==> src/rtl/speck_round_engine_if.sv <==
// Handshake bundle for the SPECK round engine: block in, subkey fetch, block out.
// The engine connects through "slave"; the block driving it uses "master".
interface speck_round_engine_if #(
  parameter int WORD_WIDTH = 16,
  parameter int MAX_ROUNDS = 22
);
  localparam int RCW = $clog2(MAX_ROUNDS + 1);

  logic                    mode;
  logic                    in_valid;
  logic                    in_ready;
  logic [2*WORD_WIDTH-1:0] in_block;
  logic [RCW-1:0]          in_rounds;
  logic                    key_req;
  logic [RCW-1:0]          key_idx;
  logic                    key_valid;
  logic [WORD_WIDTH-1:0]   key;
  logic                    out_valid;
  logic                    out_ready;
  logic [2*WORD_WIDTH-1:0] out_block;

  modport master (
    output mode, in_valid, in_block, in_rounds, key_valid, key, out_ready,
    input  in_ready, key_req, key_idx, out_valid, out_block
  );

  modport slave (
    input  mode, in_valid, in_block, in_rounds, key_valid, key, out_ready,
    output in_ready, key_req, key_idx, out_valid, out_block
  );
endinterface

==> src/rtl/speck_round_engine.sv <==
// Multi-round SPECK encrypt/decrypt datapath, one subkey fetched per round,
// each round split into two half-round cycles. One block in flight at a time.
module speck_round_engine #(
  parameter int WORD_WIDTH = 16,
  parameter int ALPHA      = 7,
  parameter int BETA       = 2,
  parameter int MAX_ROUNDS = 22
) (
  input  logic                  clk,
  input  logic                  rst_n,
  speck_round_engine_if.slave   bus,
  output logic                  busy,
  output logic [2:0]            state_response
);
  localparam int RCW = $clog2(MAX_ROUNDS + 1);
  localparam logic [RCW-1:0] ONE   = RCW'(1);
  localparam logic [RCW-1:0] MAX_R = RCW'(MAX_ROUNDS);

  typedef enum logic [2:0] {
    IDLE    = 3'd0,
    FETCH   = 3'd1,
    ROUND_A = 3'd2,
    ROUND_B = 3'd3,
    DONE    = 3'd4
  } state_t;

  if (ALPHA < 1 || ALPHA > WORD_WIDTH - 1 || BETA < 1 || BETA > WORD_WIDTH - 1) begin : g_rot_check
    $error("speck_round_engine: ALPHA and BETA must lie in 1..WORD_WIDTH-1");
  end

  function automatic logic [WORD_WIDTH-1:0] ror(input logic [WORD_WIDTH-1:0] v, input int s);
    return (v >> s) | (v << (WORD_WIDTH - s));
  endfunction

  function automatic logic [WORD_WIDTH-1:0] rol(input logic [WORD_WIDTH-1:0] v, input int s);
    return (v << s) | (v >> (WORD_WIDTH - s));
  endfunction

  state_t                state, state_next;
  logic [WORD_WIDTH-1:0] x, y, k;
  logic [RCW-1:0]        r, n;
  logic                  dec;
  logic [RCW-1:0]        clamped;
  logic                  last_round;

  assign clamped    = (bus.in_rounds > MAX_R) ? MAX_R : bus.in_rounds;
  // Encrypt walks subkeys upward, decrypt walks them back down to index 0.
  assign last_round = dec ? (r == '0) : (r == n - ONE);

  always_ff @(posedge clk or negedge rst_n) begin
    if (!rst_n) begin
      state <= IDLE;
    end else begin
      state <= state_next;
    end
  end

  // NOTE: every register here is updated with <= so all right-hand sides see
  // the values from before the edge, e.g. ROUND_B's y uses x before x^k lands.
  always_ff @(posedge clk or negedge rst_n) begin
    if (!rst_n) begin
      x   <= '0;
      y   <= '0;
      k   <= '0;
      r   <= '0;
      n   <= '0;
      dec <= 1'b0;
    end else begin
      case (state)
        IDLE: if (bus.in_valid) begin
          x   <= bus.in_block[WORD_WIDTH-1:0];
          y   <= bus.in_block[2*WORD_WIDTH-1:WORD_WIDTH];
          dec <= bus.mode;
          n   <= clamped;
          r   <= bus.mode ? clamped - ONE : '0;
        end
        FETCH: if (bus.key_valid) k <= bus.key;
        ROUND_A: begin
          if (dec) y <= ror(x ^ y, BETA);
          else     x <= ror(x, ALPHA) + y;
        end
        ROUND_B: begin
          if (dec) begin
            x <= rol((x ^ k) - y, ALPHA);
          end else begin
            x <= x ^ k;
            y <= rol(y, BETA) ^ (x ^ k);
          end
          if (!last_round) r <= dec ? r - ONE : r + ONE;
        end
        default: ;
      endcase
    end
  end

  // NOTE: each output and state_next gets a default first so no path through
  // the case statement leaves a signal unassigned and infers a latch.
  always_comb begin
    state_next     = state;
    bus.in_ready   = 1'b0;
    bus.key_req    = 1'b0;
    bus.key_idx    = '0;
    bus.out_valid  = 1'b0;
    bus.out_block  = '0;
    busy           = (state != IDLE);
    state_response = state;
    case (state)
      IDLE: begin
        bus.in_ready = 1'b1;
        if (bus.in_valid) state_next = (clamped == '0) ? DONE : FETCH;
      end
      FETCH: begin
        bus.key_req = 1'b1;
        bus.key_idx = r;
        if (bus.key_valid) state_next = ROUND_A;
      end
      ROUND_A: state_next = ROUND_B;
      ROUND_B: state_next = last_round ? DONE : FETCH;
      DONE: begin
        bus.out_valid = 1'b1;
        bus.out_block = {y, x};
        if (bus.out_ready) state_next = IDLE;
      end
      default: state_next = IDLE;
    endcase
  end
endmodule

==> src/flat_wrapper.sv <==
// flat-port wrapper written by rule: the top's interface ports become plain ports
module speck_round_engine_flat 
#(
  parameter int WORD_WIDTH = 16,
  parameter int ALPHA      = 7,
  parameter int BETA       = 2,
  parameter int MAX_ROUNDS = 22
)
  (clk, rst_n, busy, state_response, bus_mode, bus_in_valid, bus_in_block, bus_in_rounds, bus_key_valid, bus_key, bus_out_ready, bus_in_ready, bus_key_req, bus_key_idx, bus_out_valid, bus_out_block);
  speck_round_engine_if #(.WORD_WIDTH(WORD_WIDTH), .MAX_ROUNDS(MAX_ROUNDS)) bus_i ();
  input  logic clk;
  input  logic rst_n;
  output logic busy;
  output logic [2:0] state_response;
  input wire logic [$bits(bus_i.mode)-1:0] bus_mode;
  input wire logic [$bits(bus_i.in_valid)-1:0] bus_in_valid;
  input wire logic [$bits(bus_i.in_block)-1:0] bus_in_block;
  input wire logic [$bits(bus_i.in_rounds)-1:0] bus_in_rounds;
  input wire logic [$bits(bus_i.key_valid)-1:0] bus_key_valid;
  input wire logic [$bits(bus_i.key)-1:0] bus_key;
  input wire logic [$bits(bus_i.out_ready)-1:0] bus_out_ready;
  output wire logic [$bits(bus_i.in_ready)-1:0] bus_in_ready;
  output wire logic [$bits(bus_i.key_req)-1:0] bus_key_req;
  output wire logic [$bits(bus_i.key_idx)-1:0] bus_key_idx;
  output wire logic [$bits(bus_i.out_valid)-1:0] bus_out_valid;
  output wire logic [$bits(bus_i.out_block)-1:0] bus_out_block;
  assign bus_i.mode = bus_mode;
  assign bus_i.in_valid = bus_in_valid;
  assign bus_i.in_block = bus_in_block;
  assign bus_i.in_rounds = bus_in_rounds;
  assign bus_i.key_valid = bus_key_valid;
  assign bus_i.key = bus_key;
  assign bus_i.out_ready = bus_out_ready;
  assign bus_in_ready = bus_i.in_ready;
  assign bus_key_req = bus_i.key_req;
  assign bus_key_idx = bus_i.key_idx;
  assign bus_out_valid = bus_i.out_valid;
  assign bus_out_block = bus_i.out_block;
  speck_round_engine #(.WORD_WIDTH(WORD_WIDTH), .ALPHA(ALPHA), .BETA(BETA), .MAX_ROUNDS(MAX_ROUNDS)) u_core (.clk(clk), .rst_n(rst_n), .bus(bus_i), .busy(busy), .state_response(state_response));
endmodule
==> config.mk <==
export PLATFORM = sky130hd
export DESIGN_NAME = speck_round_engine_flat
export DESIGN_NICKNAME = d
export VERILOG_FILES = /design/src/rtl/speck_round_engine_if.sv /design/src/rtl/speck_round_engine.sv /design/src/flat_wrapper.sv
export SDC_FILE = /design/constraint.sdc
export NUM_CORES = 1
export LEC_CHECK = 0
export BUFFER_PORTS_ARGS = -buffer_cell sky130_fd_sc_hd__buf_4
export CAP_MARGIN = 5
export CORE_MARGIN = 2
export CORE_UTILIZATION = 40
export DETAILED_ROUTE_END_ITERATION = 12
export HOLD_SLACK_MARGIN = 0.15
export PLACE_DENSITY = 0.65
export SYNTH_ARGS = -nofsm -noshare
export SYNTH_HDL_FRONTEND = slang
export SYNTH_SLANG_ARGS = --single-unit
==> constraint.sdc <==
create_clock -name clk -period 2.6 [get_ports clk]
set_input_delay 0.13 -clock clk [delete_from_list [all_inputs] [get_ports clk]]
set_output_delay 0.13 -clock clk [all_outputs]
set_load 0.005 [all_outputs]
==> results of run 1 <==
==> Yosys cell counts, types with 8 or more instances <==
cell | instances | share of area
sky130_fd_sc_hd__a211oi_1 | 8 | 0.011
sky130_fd_sc_hd__a21o_1 | 10 | 0.014
sky130_fd_sc_hd__a21oi_1 | 67 | 0.062
sky130_fd_sc_hd__a221oi_1 | 8 | 0.013
sky130_fd_sc_hd__a222oi_1 | 16 | 0.029
sky130_fd_sc_hd__and2_1 | 8 | 0.0092
sky130_fd_sc_hd__and3_1 | 36 | 0.041
sky130_fd_sc_hd__clkbuf_1 | 18 | 0.012
sky130_fd_sc_hd__dfrtp_1 | 62 | 0.28
sky130_fd_sc_hd__ha_1 | 36 | 0.083
sky130_fd_sc_hd__inv_1 | 28 | 0.019
sky130_fd_sc_hd__mux2_2 | 19 | 0.039
sky130_fd_sc_hd__nand2_1 | 56 | 0.039
sky130_fd_sc_hd__nand3_1 | 8 | 0.0073
sky130_fd_sc_hd__nor2_1 | 54 | 0.037
sky130_fd_sc_hd__o211ai_1 | 9 | 0.012
sky130_fd_sc_hd__o21ai_0 | 35 | 0.032
sky130_fd_sc_hd__xnor2_1 | 31 | 0.050
sky130_fd_sc_hd__xor2_1 | 51 | 0.082
==> layout make-up <==
type                       count  area, um2
fill                        1213       5730
multi-input combinational    529       3740
timing repair buffer         202       1630
sequential                    62       1560
clock buffer                  13        260
tap                          176        220
inverter                      30        113
clock inverter                 3       42.5
==> metrics by stage <==
stage               setup TNS, ns  hold slack [ns]
CTS                             0            0.164
global placement          -0.0321            0.286
global route              -0.0182            0.182
detailed placement        -0.0232            0.301
finish                          0            0.157
floorplan                       0           -0.166
==> sequential cells by signal, indices dropped and copies added, names as in the netlist <==
name                   cells
u_core.k                  16
u_core.dec                 1
u_core.y                  16
u_core.state_response      3
u_core.r                   5
u_core.x                  16
u_core.n                   5
==> cell families after synthesis <==
family,after synthesis,share of synthesized area
compound gates,193,0.232
xor+xnor,82,0.132
mux,22,0.0448
flops,62,0.285
simple gates,193,0.170
fa+ha+maj,39,0.0937
buf+inv,59,0.0427
==> per-layer routing <==
metal	track usage	part of all wire	vias to the layer above
met5	0	0	-
met4	0.0959	0.026	0
met3	0.0623	0.081	47
met2	0.449	0.45	271
met1	0.404	0.44	2879
li1	-	-	2731
==> tightest hold or removal path: stages <==
cell	delay, ns
sky130_fd_sc_hd__buf_4	0.08
sky130_fd_sc_hd__a222oi_1	0.08
sky130_fd_sc_hd__a21oi_1	0.17
==> worst paths after layout <==
path	to	slack, ns	depth (start not counted)
max in group asynchronous	u_core.y[1]	1.53	2
min in group asynchronous	u_core.k[13]	0.44	2
worst max register to register	u_core.x[3]	0.08	11
worst min-delay path	u_core.y[5]	0.16	3
worst max-delay path	u_core.x[3]	0.08	11
worst min register to register	u_core.n[4]	0.53	2
==> repair_timing <==
| item | in CTS | in global routing |
|---|---|---|
| pin swaps | 0 | 4 |
| setup endpoints to repair | 3 | 12 |
| gates resized for setup | 3 | 16 |
| hold buffers | 45 | 0 |
| endpoints found under the hold margin | 104 | 0 |
==> run summary, run 1 <==
========================================================================================================
Total CTS buffers                                                                                      9
Main synth FF type                                                                          sky130_fd_sc_hd__dfrtp_1
Cell count after synthesis                                                                           650
Commonest cells after routing, fill and taps aside                                          sky130_fd_sc_hd__buf_4, sky130_fd_sc_hd__a21oi_1, sky130_fd_sc_hd__dfrtp_1
CP Buf/Inv Count                                                                                       3
Post-layout util                                                                                   0.569
Number of failing hold endpoints at the final stage                                                    0
Launching element of the worst setup path                                                    u_core.y[0]
DRC violation count after routing                                                                      0
Width of the die                                                                                  121 um
Num Clock Sinks                                                                                       62
Antenna violations before repair                                                                       0
Combined global-route utilization of all metal layers                                              0.291
Vias in the first global route                                                                      5687
Row cnt                                                                                               42
Worst path setup slack after routing                                                           0.0784 ns
Final Cycle Share                                                                                  0.970
Transition time of the tightest slew-check pin                                                  0.867 ns
Area growth, synth to finish                                                                       38.8%
Post-DR wirelength/cell                                                                          20.3 um
Global-route wire length before repair                                                           32.2 mm
Sequential area share after synthesis                                                              0.285
Share of post-route cells with drive strength above 1                                              0.251
Worst endpoint data arrival time                                                                 2.73 ns
Unrepaired setup endpoints after global routing                                                      yes
Final Slew Violations                                                                                  0
Unique cell type count in the Yosys netlist                                                           55
Yosys warning count                                                                                    0
Setup-violating endpoint count in the final report                                                     0
Worst Skew                                                                                    0.00866 ns
Setup Crit Path Kind                                                                          reg -> reg
Max Cap Violations                                                                                     0
Worst setup slack before clock tree synthesis                                                 -0.0227 ns
Routed Antenna Nets                                                                                    0
GPL Wtd Cong                                                                                       0.996
Post-Synthesis Cell Area                                                                        5450 um2
CTS Root Cell                                                                               sky130_fd_sc_hd__clkbuf_16
Worst skew pair latency                                                                          0.35 ns
Placed Instances                                                                                     954
Number of I/O port buffers                                                                           102
Post-CTS setup buffers                                                                                 0
Area after detailed placement                                                                   6740 um2
Critical Path Most Common Cell                                                              sky130_fd_sc_hd__buf_4
Normalized max-slew margin                                                                         0.422
Die height                                                                                        121 um
Pin count of the biggest net entering global routing                                                  63
Worst path max stage delay                                                                       0.66 ns
Avg Inst Size Synth                                                                             8.38 um2
Fmax                                                                                           0.397 GHz
Crit path time final                                                                             2.52 ns
Startpoint types                                                                               flip-flop
TritonCTS clock tree                                                                                 yes
Critical-path cell list                                                                     buf_4 -> ha_1 -> inv_1 -> fa_2 -> a211oi_2 -> o211ai_1 -> nand2_1 -> buf_4 -> or4b_2 -> nand3_1 -> a31oi_1
Post-CTS clock slew at the launch and capture registers of the worst setup and hold paths        0.06 ns
Status                                                                                      complete, no violations
IO Count                                                                                             103
Flip-flop and latch count after synthesis                                                             62
Core area                                                                                      13300 um2
First drt pass iteration count                                                                         5
Floorplan die area                                                                             14600 um2
Hold Path Origin                                                                            bus_in_block[21]
Half-perimeter wire length of the detailed placement result                                      15.8 mm
Reg-to-Reg Start                                                                             u_core.y[0]
Family with the most delay on the worst path                                                simple AND/OR/NAND/NOR gates
Gr ovfl total                                                                                          0
Total number of vias                                                                                5928
Overall routed net length                                                                        20.7 mm
Layout Cell Area excl Fill                                                                      7560 um2
Type of the worst min-delay path                                                               in -> reg
Critical path capture point type                                                               flip-flop
Count of flip-flops with a built-in enable after synthesis                                             0
Ant diodes                                                                                             0
Slowest stage cell on the critical path                                                     sky130_fd_sc_hd__or4b_2
Deepest clock path buffer count                                                                        2
Number of design-rule violations left by the first detailed-router iteration                         657
Top fanout value on the critical path                                                                  4
Data required, critical path                                                                     2.81 ns
Layout Cells excl Fill                                                                              1015
Synthesized net count                                                                                748
Starting density of the core                                                                       0.410
Most common cell after layout, fill and taps aside                                          sky130_fd_sc_hd__buf_4
Drt via density                                                                                     5.84
H-tree levels                                                                                          3
Count of nets after finishing                                                                        932
Share of flip-flops with an asynchronous set or reset                                               1.00
========================================================================================================
Power of run 1 is not shown: default switching activity piles up to over one toggle a cycle in this logic, so the estimate is an artifact.
==> run 2, diff against run 1 <==
--- a/config.mk
+++ b/config.mk
@@ -11,7 +11,7 @@
 export CORE_UTILIZATION = 40
 export DETAILED_ROUTE_END_ITERATION = 12
 export HOLD_SLACK_MARGIN = 0.15
-export PLACE_DENSITY = 0.65
+export PLACE_DENSITY_LB_ADDON = 0.3
 export SYNTH_ARGS = -nofsm -noshare
 export SYNTH_HDL_FRONTEND = slang
 export SYNTH_SLANG_ARGS = --single-unit
==> run 2 against run 1 <==
Net effect:
- global-route usage rose by 0.28 points
- routed wire length rose by 0.75%
- first-iteration DRC count fell by 28%
- fmax fell by 2.1%
- setup slack got worse by 0.053 ns
- cell area rose by 0.94%
- clock-buffer cell count fell by 1
- register-to-register slack got worse by 0.05 ns
- die area did not move
==> run summary, run 2 (same netlist as run 1, synthesis figures left out) <==
========================================================================================================
Combined global-route utilization of all metal layers                                              0.293   was 0.291
Multi-input logic area                                                                          3790 um2   was 3740 um2
Overall routed net length                                                                        20.8 mm   was 20.7 mm
Critical path capture point type                                                               flip-flop   unchanged
Half-perimeter wire length of the detailed placement result                                      15.9 mm   was 15.8 mm
Layout filler cell count                                                                            1169   was 1213
Share of post-route cells with drive strength above 1                                              0.257   was 0.251
Type of the worst min-delay path                                                               in -> reg   unchanged
Final Slew Violations                                                                                  0   unchanged
Antenna violations before repair                                                                       0   unchanged
Total CTS buffers                                                                                      9   unchanged
Top fanout value on the critical path                                                                  5   was 4
Gr ovfl total                                                                                          0   unchanged
TritonCTS clock tree                                                                                 yes   unchanged
Transition time of the tightest slew-check pin                                                  0.867 ns   about the same
Status                                                                                      complete, no violations   unchanged
Drt via density                                                                                     5.72   was 5.84
Number of design-rule violations left by the first detailed-router iteration                         476   was 657
Post-CTS clock slew at the launch and capture registers of the worst setup and hold paths        0.05 ns   was 0.06 ns
Row cnt                                                                                               42   unchanged
Width of the die                                                                                  121 um   unchanged
Ant diodes                                                                                             0   unchanged
Core area                                                                                      13300 um2   unchanged
Worst endpoint data arrival time                                                                 2.78 ns   was 2.73 ns
Fmax                                                                                           0.388 GHz   was 0.397 GHz
First drt pass iteration count                                                                         6   was 5
Pin count of the biggest net entering global routing                                                  63   unchanged
Post-DR wirelength/cell                                                                          20.5 um   was 20.3 um
H-tree levels                                                                                          3   unchanged
Deepest clock path buffer count                                                                        2   unchanged
Sequential cell area                                                                            1550 um2   was 1560 um2
Worst Skew                                                                                    0.00824 ns   was 0.00866 ns
Starting density of the core                                                                       0.410   unchanged
Setup-violating endpoint count in the final report                                                     0   unchanged
Global-route wire length before repair                                                           32.0 mm   was 32.2 mm
Die height                                                                                        121 um   unchanged
IO Count                                                                                             103   unchanged
Count of nets after finishing                                                                        932   unchanged
Area growth, synth to finish                                                                       40.1%   was 38.8%
CTS Root Cell                                                                               sky130_fd_sc_hd__clkbuf_16   unchanged
Startpoint types                                                                               flip-flop   unchanged
Biggest registers after layout                                                              u_core.k x16, u_core.x x16, u_core.y x16   unchanged
Vias in the first global route                                                                      5575   was 5687
Max Cap Violations                                                                                     0   unchanged
Number of I/O port buffers                                                                           102   unchanged
Unrepaired setup endpoints after global routing                                                      yes   unchanged
Crit path time final                                                                             2.57 ns   was 2.52 ns
Normalized max-slew margin                                                                         0.422   about the same
Data required, critical path                                                                     2.81 ns   about the same
Num Clock Sinks                                                                                       62   unchanged
Final Cycle Share                                                                                  0.990   was 0.970
Setup Crit Path Kind                                                                          reg -> reg   unchanged
DRC violation count after routing                                                                      0   unchanged
Commonest cells after routing, fill and taps aside                                          sky130_fd_sc_hd__buf_4, sky130_fd_sc_hd__a21oi_1, sky130_fd_sc_hd__dfrtp_1   unchanged
Routed Antenna Nets                                                                                    0   unchanged
Total number of vias                                                                                5810   was 5928
Floorplan die area                                                                             14600 um2   unchanged
Worst skew pair latency                                                                          0.35 ns   about the same
Tightest hold margin                                                                            0.155 ns   was 0.157 ns
Number of failing hold endpoints at the final stage                                                    0   unchanged
GPL Wtd Cong                                                                                       0.950   was 0.996
Most common cell after layout, fill and taps aside                                          sky130_fd_sc_hd__buf_4   unchanged
========================================================================================================
## run 2: cell count changes in the layout (fill, tap and decap cells not counted), moves of 2 or more
cell	before	now
sky130_fd_sc_hd__xor2_2	3	6
sky130_fd_sc_hd__a21oi_2	0	2
sky130_fd_sc_hd__xor2_1	48	45
sky130_fd_sc_hd__a21oi_1	66	64
## run 2: worst max-delay path, cell delays in order, from the launching register on
cell                      delay [ns]
sky130_fd_sc_hd__dfrtp_1        0.40
sky130_fd_sc_hd__xor2_1         0.36
sky130_fd_sc_hd__ha_1           0.30
sky130_fd_sc_hd__nand2_1        0.07
sky130_fd_sc_hd__o21ai_0        0.19
sky130_fd_sc_hd__nand2_1        0.13
sky130_fd_sc_hd__buf_4          0.16
sky130_fd_sc_hd__or4b_2         0.65
sky130_fd_sc_hd__nand3_1        0.09
sky130_fd_sc_hd__a31oi_1        0.08
## run 2: timing repair
item                                   in CTS  in global routing
setup endpoints to repair                   5                  9
pin swaps                                   0                  7
hold buffers                               45                  0
buffers inserted                            0                  1
resized for setup                           6                 20
endpoints found under the hold margin     104                  0
## run 2: final timing paths
kind / from / end / cells after the start / slack (ns)
worst max-delay path: u_core.k[7] / u_core.x[3] / 9 / 0.03
worst min-delay path: bus_in_block[27] / u_core.y[11] / 3 / 0.16
worst max register to register: u_core.k[7] / u_core.x[3] / 9 / 0.03
worst min register to register: u_core.n[4] / u_core.n[4] / 2 / 0.51
max in group asynchronous: rst_n / u_core.x[9] / 2 / 1.54
min in group asynchronous: rst_n / u_core.k[4] / 2 / 0.41
## run 2: final cells by class
type                       instances  share of cell area
multi-input combinational        529               0.496
sequential                        62               0.204
timing repair buffer             202               0.215
clock buffer                      12              0.0323
clock inverter                     4             0.00918
inverter                          30              0.0148
tap                              176              0.0288
## run 2: metal layers
metal | vias to the layer above | track usage | part of all wire
li1 | 2725 | - | -
met1 | 2790 | 0.401 | 0.44
met2 | 252 | 0.454 | 0.45
met3 | 43 | 0.0458 | 0.069
met4 | 0 | 0.139 | 0.038
met5 | - | 0 | 0
## run 2: stage by stage
step           cell area, um2  setup WS [ns]  TNS, ns  utilization  cells
2_1_floorplan            5460        0.00247        0            -    650
3_3_place_gp             6740         0.0397        0        0.507    953
3_5_place_dp             6740        -0.0988   -0.175        0.507    953
4_1_cts                  7540        0.00867        0        0.567   1014
5_1_grt                  7630        -0.0879   -0.184        0.574   1015
6_report                 7630         0.0256        0        0.574   1015
Power of run 2 is left out for the same reason.
